## config.mk

```make
export PLATFORM = sky130hd
export DESIGN_NAME = alu_arbiter
export DESIGN_NICKNAME = d
export VERILOG_FILES = /design/src/rtl/alu_pkg.sv /design/src/rtl/rr_arbiter2.sv /design/src/rtl/alu_arbiter.sv
export SDC_FILE = /design/constraint.sdc
export NUM_CORES = 1
export LEC_CHECK = 0
export CAP_MARGIN = 10
export CORE_AREA = 2 2 120 122
export CTS_BUF_LIST = sky130_fd_sc_hd__clkbuf_2 sky130_fd_sc_hd__clkbuf_4 sky130_fd_sc_hd__clkbuf_8
export DETAILED_ROUTE_END_ITERATION = 10
export DIE_AREA = 0 0 122 124
export MAX_ROUTING_LAYER = met4
export PLACE_DENSITY = 0.89
export SLEW_MARGIN = 30
export SYNTH_ARGS = -nofsm -noshare
export SYNTH_HDL_FRONTEND = slang
export SYNTH_SLANG_ARGS = --single-unit
```

## constraint.sdc

```tcl
create_clock -name clk -period 3.3 [get_ports clk]
set_clock_uncertainty 0.1 [all_clocks]
set_input_delay 0.66 -clock clk [delete_from_list [all_inputs] [get_ports clk]]
set_output_delay 0.66 -clock clk [all_outputs]
set_load 0.01 [all_outputs]
```

## src/rtl/alu_pkg.sv

```systemverilog
// Shared ALU opcodes, requester IDs and the request payload used by the ALU arbiter.
package alu_pkg;

    localparam int unsigned DATA_W = 32;
    localparam int unsigned OP_W   = 3;

    localparam logic [OP_W-1:0] ALU_ADD = 3'b010;
    localparam logic [OP_W-1:0] ALU_SUB = 3'b110;
    localparam logic [OP_W-1:0] ALU_AND = 3'b000;
    localparam logic [OP_W-1:0] ALU_OR  = 3'b001;
    localparam logic [OP_W-1:0] ALU_SLT = 3'b111;

    localparam logic REQ_EX = 1'b0;
    localparam logic REQ_BR = 1'b1;

    typedef struct packed {
        logic [DATA_W-1:0] a;
        logic [DATA_W-1:0] b;
        logic [OP_W-1:0]   op;
    } alu_req_t;

    function automatic logic isLegalOp(input logic [OP_W-1:0] op);
        logic legal;
        case (op)
            ALU_ADD, ALU_SUB, ALU_AND, ALU_OR, ALU_SLT: legal = 1'b1;
            default:                                    legal = 1'b0;
        endcase
        return legal;
    endfunction

endpackage

```

## src/rtl/rr_arbiter2.sv

```systemverilog
// Two-way combinational grant: round-robin against last_grant, or requester 0 first.
module rr_arbiter2
    import alu_pkg::*;
#(
    parameter bit FIXED_PRIORITY = 1'b0
) (
    input  logic elig0,
    input  logic elig1,
    input  logic last_grant,
    output logic grant0_c,
    output logic grant1_c
);

    always_comb begin
        grant0_c = 1'b0;
        grant1_c = 1'b0;
        if (elig0 && elig1) begin
            // On a conflict the requester not served last wins, unless priority is fixed.
            if (FIXED_PRIORITY || last_grant == REQ_BR) begin
                grant0_c = 1'b1;
            end else begin
                grant1_c = 1'b1;
            end
        end else begin
            grant0_c = elig0;
            grant1_c = elig1;
        end
    end

endmodule

```

## src/rtl/alu_arbiter.sv

```systemverilog
// Shares one external combinational ALU between the EX stage (0) and the branch unit (1):
// arbitrate, register the winner into an issue stage, capture the result into a per-requester slot.
module alu_arbiter
    import alu_pkg::*;
#(
    parameter bit FIXED_PRIORITY = 1'b0
) (
    input  logic              clk,
    input  logic              reset,

    input  logic              reqValid0,
    input  logic              reqValid1,
    output logic              reqReady0,
    output logic              reqReady1,
    input  logic [DATA_W-1:0] reqA0,
    input  logic [DATA_W-1:0] reqB0,
    input  logic [DATA_W-1:0] reqA1,
    input  logic [DATA_W-1:0] reqB1,
    input  logic [OP_W-1:0]   reqOp0,
    input  logic [OP_W-1:0]   reqOp1,

    output logic              rspValid0,
    output logic              rspValid1,
    input  logic              rspReady0,
    input  logic              rspReady1,
    output logic [DATA_W-1:0] rspResult0,
    output logic [DATA_W-1:0] rspResult1,
    output logic              rspZero0,
    output logic              rspZero1,
    output logic              rspIllegal0,
    output logic              rspIllegal1,

    output logic [DATA_W-1:0] aluIn1,
    output logic [DATA_W-1:0] aluIn2,
    output logic [OP_W-1:0]   aluControl,
    input  logic [DATA_W-1:0] aluResult,
    input  logic              aluZero
);

    logic              s1_valid;
    logic              s1_id;
    logic              s1_illegal;
    logic              last_grant;

    logic              elig0;
    logic              elig1;
    logic              grant0;
    logic              grant1;
    alu_req_t          win_req;
    logic              win_legal;
    logic [DATA_W-1:0] cap_result;
    logic              cap_zero;

    // A requester may go only if it has no op in flight and its response slot is free or draining.
    always_comb begin
        elig0 = reqValid0 && !reset && !(s1_valid && s1_id == REQ_EX) && (!rspValid0 || rspReady0);
        elig1 = reqValid1 && !reset && !(s1_valid && s1_id == REQ_BR) && (!rspValid1 || rspReady1);
    end

    rr_arbiter2 #(
        .FIXED_PRIORITY (FIXED_PRIORITY)
    ) u_arb (
        .elig0      (elig0),
        .elig1      (elig1),
        .last_grant (last_grant),
        .grant0_c   (grant0),
        .grant1_c   (grant1)
    );

    assign reqReady0 = grant0;
    assign reqReady1 = grant1;

    always_comb begin
        win_req.a  = grant1 ? reqA1  : reqA0;
        win_req.b  = grant1 ? reqB1  : reqB0;
        win_req.op = grant1 ? reqOp1 : reqOp0;
        win_legal  = isLegalOp(win_req.op);
    end

    // Issue stage: illegal ops are replaced by a harmless add of zeros.
    always_ff @(posedge clk) begin
        if (reset) begin
            s1_valid   <= 1'b0;
            s1_id      <= REQ_EX;
            s1_illegal <= 1'b0;
            last_grant <= REQ_BR;
            aluIn1     <= '0;
            aluIn2     <= '0;
            aluControl <= ALU_ADD;
        end else if (grant0 || grant1) begin
            s1_valid   <= 1'b1;
            s1_id      <= grant1;
            s1_illegal <= !win_legal;
            last_grant <= grant1;
            aluIn1     <= win_legal ? win_req.a  : '0;
            aluIn2     <= win_legal ? win_req.b  : '0;
            aluControl <= win_legal ? win_req.op : ALU_ADD;
        end else begin
            s1_valid   <= 1'b0;
        end
    end

    always_comb begin
        cap_result = s1_illegal ? '0 : aluResult;
        cap_zero   = s1_illegal | aluZero;
    end

    // Response slots: a capture in the same cycle as a consume keeps the new data.
    always_ff @(posedge clk) begin
        if (reset) begin
            rspValid0   <= 1'b0;
            rspResult0  <= '0;
            rspZero0    <= 1'b0;
            rspIllegal0 <= 1'b0;
            rspValid1   <= 1'b0;
            rspResult1  <= '0;
            rspZero1    <= 1'b0;
            rspIllegal1 <= 1'b0;
        end else begin
            if (s1_valid && s1_id == REQ_EX) begin
                rspValid0   <= 1'b1;
                rspResult0  <= cap_result;
                rspZero0    <= cap_zero;
                rspIllegal0 <= s1_illegal;
            end else if (rspReady0) begin
                rspValid0   <= 1'b0;
            end

            if (s1_valid && s1_id == REQ_BR) begin
                rspValid1   <= 1'b1;
                rspResult1  <= cap_result;
                rspZero1    <= cap_zero;
                rspIllegal1 <= s1_illegal;
            end else if (rspReady1) begin
                rspValid1   <= 1'b0;
            end
        end
    end

endmodule

```

==> impl_metrics.yaml <==
drt:
  drt_iter0_drc: 383
  routed_wl_um: 18800
  ant_nets: 0
  vias_per_cell: 5.13
  drc: 0
  routedWlPerCell_um: 16.4
  first_pass_iters: 6
  vias: 5876
global_route:
  grt_antenna_before_repair: 0
  grt_max_degree: 77
  grt_remaining_overflow: 0
  track_usage_pct: 24.9
  grt_pass1_vias: 5611
  grt_pass1_wl_um: 28100
timing:
  min_period_over_period_pct: 98.3
  rsz0062_at_grt: "false"
  whs_ns: 0.347
  relSlewSlack_pct: 46.7
  setup_tns_ns: 0
  finalSetupViolations: 0
  fmaxAchievable_ghz: 0.308
  report.final.slew_viol_count: 0
  hold_viol_final: 0
  finalCriticalPeriod_ns: 3.24
  tightest_slew_ns: 0.800
worst_setup_path:
  criticalPathCategory: "input port to primary output"
  cp_slowest_cell: "or4b_4"
  cpMostUsedCell: "clkdlybuf4s50_1"
  crit_arrival_ns: 2.48
  startpoint_type: "input port"
  crit_path_end_kind: "primary output"
  max_stage_delay_ns: 0.54
  cp_max_fo: 5
  crit_path_cell_trace: "clkdlybuf4s50_1 -> nor2b_1 -> or4b_4 -> o21ai_1 -> inv_2 -> clkdlybuf4s50_1"
  worst_ep_required_time_ns: 2.54
clock_tree:
  cts_tree: "yes"
  post_cts_resized: 2
  clock_path_buffers: 2
  clkLatencyLatePin_ns: 0.42
  hold_buffers: 0
  cts_sinks: 141
  h-tree-depth: 4
  numCtsBuffers: 17
  post_cts_buffers: 0
  clk_pin_slew_ns: 0.07
  cts_root_buf: "clkbuf_8"
floorplan:
  die_h_um: 124
  start_util_pct: 39.8
  row_count: 43
  core-area_um2: 13700
  io_pins: 312
  die_w_um: 122
  die_area_um2: 15100
status:
  outcome: "finished, final reports clean"
finish:
  final_cells: 1145
  area_growth_pct: 66.7
  area.sequential_um2: 2820
  drive_gt1_share_pct: 5.49
  mostFrequentLayoutCells: "309 x clkdlybuf4s50_1, 198 x nand2_1, 141 x dfxtp_1, 69 x a21oi_1, 64 x a22oi_1"
  n_fill_cell: 1134
  finalNetCount: 1127
  finish.utilization_pct: 66.4
  multi_input_area_um2: 2400
  antenna_cells: 0
  final_common_cell: "clkdlybuf4s50_1"
pwr:
  p_seq_share_pct: 43.6
  switching_share_pct: 27.0
  finalPower_uw: 4440
  p_per_area_nw_per_um2: 487
  combPwrFrac_pct: 23.5
  switchingPower_uw: 1200
  ir_worst_vdd_uv: 335
  p_leak_uw: 0.00323
  p_int_uw: 3240
  power_frac_clock_pct: 32.9
place:
  io_buffers: 311
  place_hpwl_um: 13500
  place_inst: 1115
  place.gp.congestion: 0.810
synth:
  synthesis.nets: 838
  ys_warn_count: 0
  synthArstFlopShare_pct: 0
  synth_cell_types: 34
  ys_ff_latch: 141
  synth_edf_count: 0
  synthFlopType: "dfxtp_1"
  synthCells: 665
  yosysSeqAreaShare_pct: 51.7
  syn_area_per_cell_um2: 8.22
  synth_area_um2: 5460
flow_run:
  cap_violations: 0
min_path:
  hold_class: "register to register"
==> power groups by stage <==
| stage | clock network [µW] | registers [µW] | logic (µW) |
|---|---|---|---|
| floorplan | 0 | 2040 | 354 |
| global placement | 0 | 1960 | 1030 |
| detailed placement | 0 | 1970 | 1040 |
| CTS | 1490 | 1940 | 1050 |
| global route | 1570 | 1950 | 1130 |
| finish | 1460 | 1930 | 1040 |
==> synthesized netlist by cell type, types with 2 or more instances <==
cell type	n	area, µm²
buf_6	4	45.0
o21ai_0	52	260
nor2_1	7	26.3
buf_2	10	50.1
a21o_1	2	15.0
nand2b_1	2	12.5
or3_1	2	12.5
dfxtp_1	141	2820
clkbuf_2	2	10.0
a211oi_1	3	22.5
clkbuf_1	33	124
nand2_1	199	747
o22ai_1	2	12.5
nor2b_1	40	250
buf_4	4	30.0
a21oi_1	69	345
a22oi_1	64	480
o21ai_1	13	65.1
==> final timing paths <==
check	from	end	slack (ns)	cells past startpoint
max	rspReady1	reqReady0	0.06	6
min	aluIn2[15]$_SDFFE_PP0P_	aluIn2[15]$_SDFFE_PP0P_	0.35	2
max reg2reg	s1_id$_SDFFE_PP0P_	aluIn2[11]$_SDFFE_PP0P_	0.68	7
min reg2reg	aluIn2[15]$_SDFFE_PP0P_	aluIn2[15]$_SDFFE_PP0P_	0.35	2
==> kinds of logic after synthesis <==
family / Yosys count / share of synthesized area (%)
AO/OA/AOI/OAI: 209 / 22.8
AND/OR/NAND/NOR: 257 / 20.2
buffers and inverters: 56 / 4.95
flip-flops: 141 / 51.7
multiplexers: 2 / 0.389
==> sequential cells by signal, summed over array words and instances, names as in the netlist, 3 cells and up <==
name and cells:
aluControl 3, aluIn1 32, aluIn2 32, rspResult0 32, rspResult1 32
==> through the flow <==
step / setup slack, ns / instance area (µm²)
after detailed placement: -0.0332 / 8690
after global placement: -0.000958 / 8680
after CTS: 0.0489 / 9110
after floorplan: 0.846 / 5460
final: 0.0575 / 9110
after global routing: 0.00969 / 9110
==> per-layer routing <==
metal | global-route usage (%) | share of wire [%] | vias to the layer above
met5 | - | 0 | -
met4 | 9.05 | 2.1 | 0
met3 | 7.51 | 8.5 | 29
met2 | 43.7 | 52 | 260
met1 | 26.7 | 38 | 2755
li1 | - | - | 2832
==> area by class of cell <==
class	count	area share, %
clock buffer	21	3.17
clock inverter	9	1.48
inverter	2	0.0824
multi-input combinational	468	26.4
sequential	141	31.0
tap	180	2.47
timing repair buffer	324	35.4
==> worst max-delay path, delay by kind of cell <==
kind            cells  cell delay [ns]
buf+inv             3             1.01
simple gates        2             0.60
compound gates      1             0.21
Note: power is estimated with default switching activity, not from simulation.
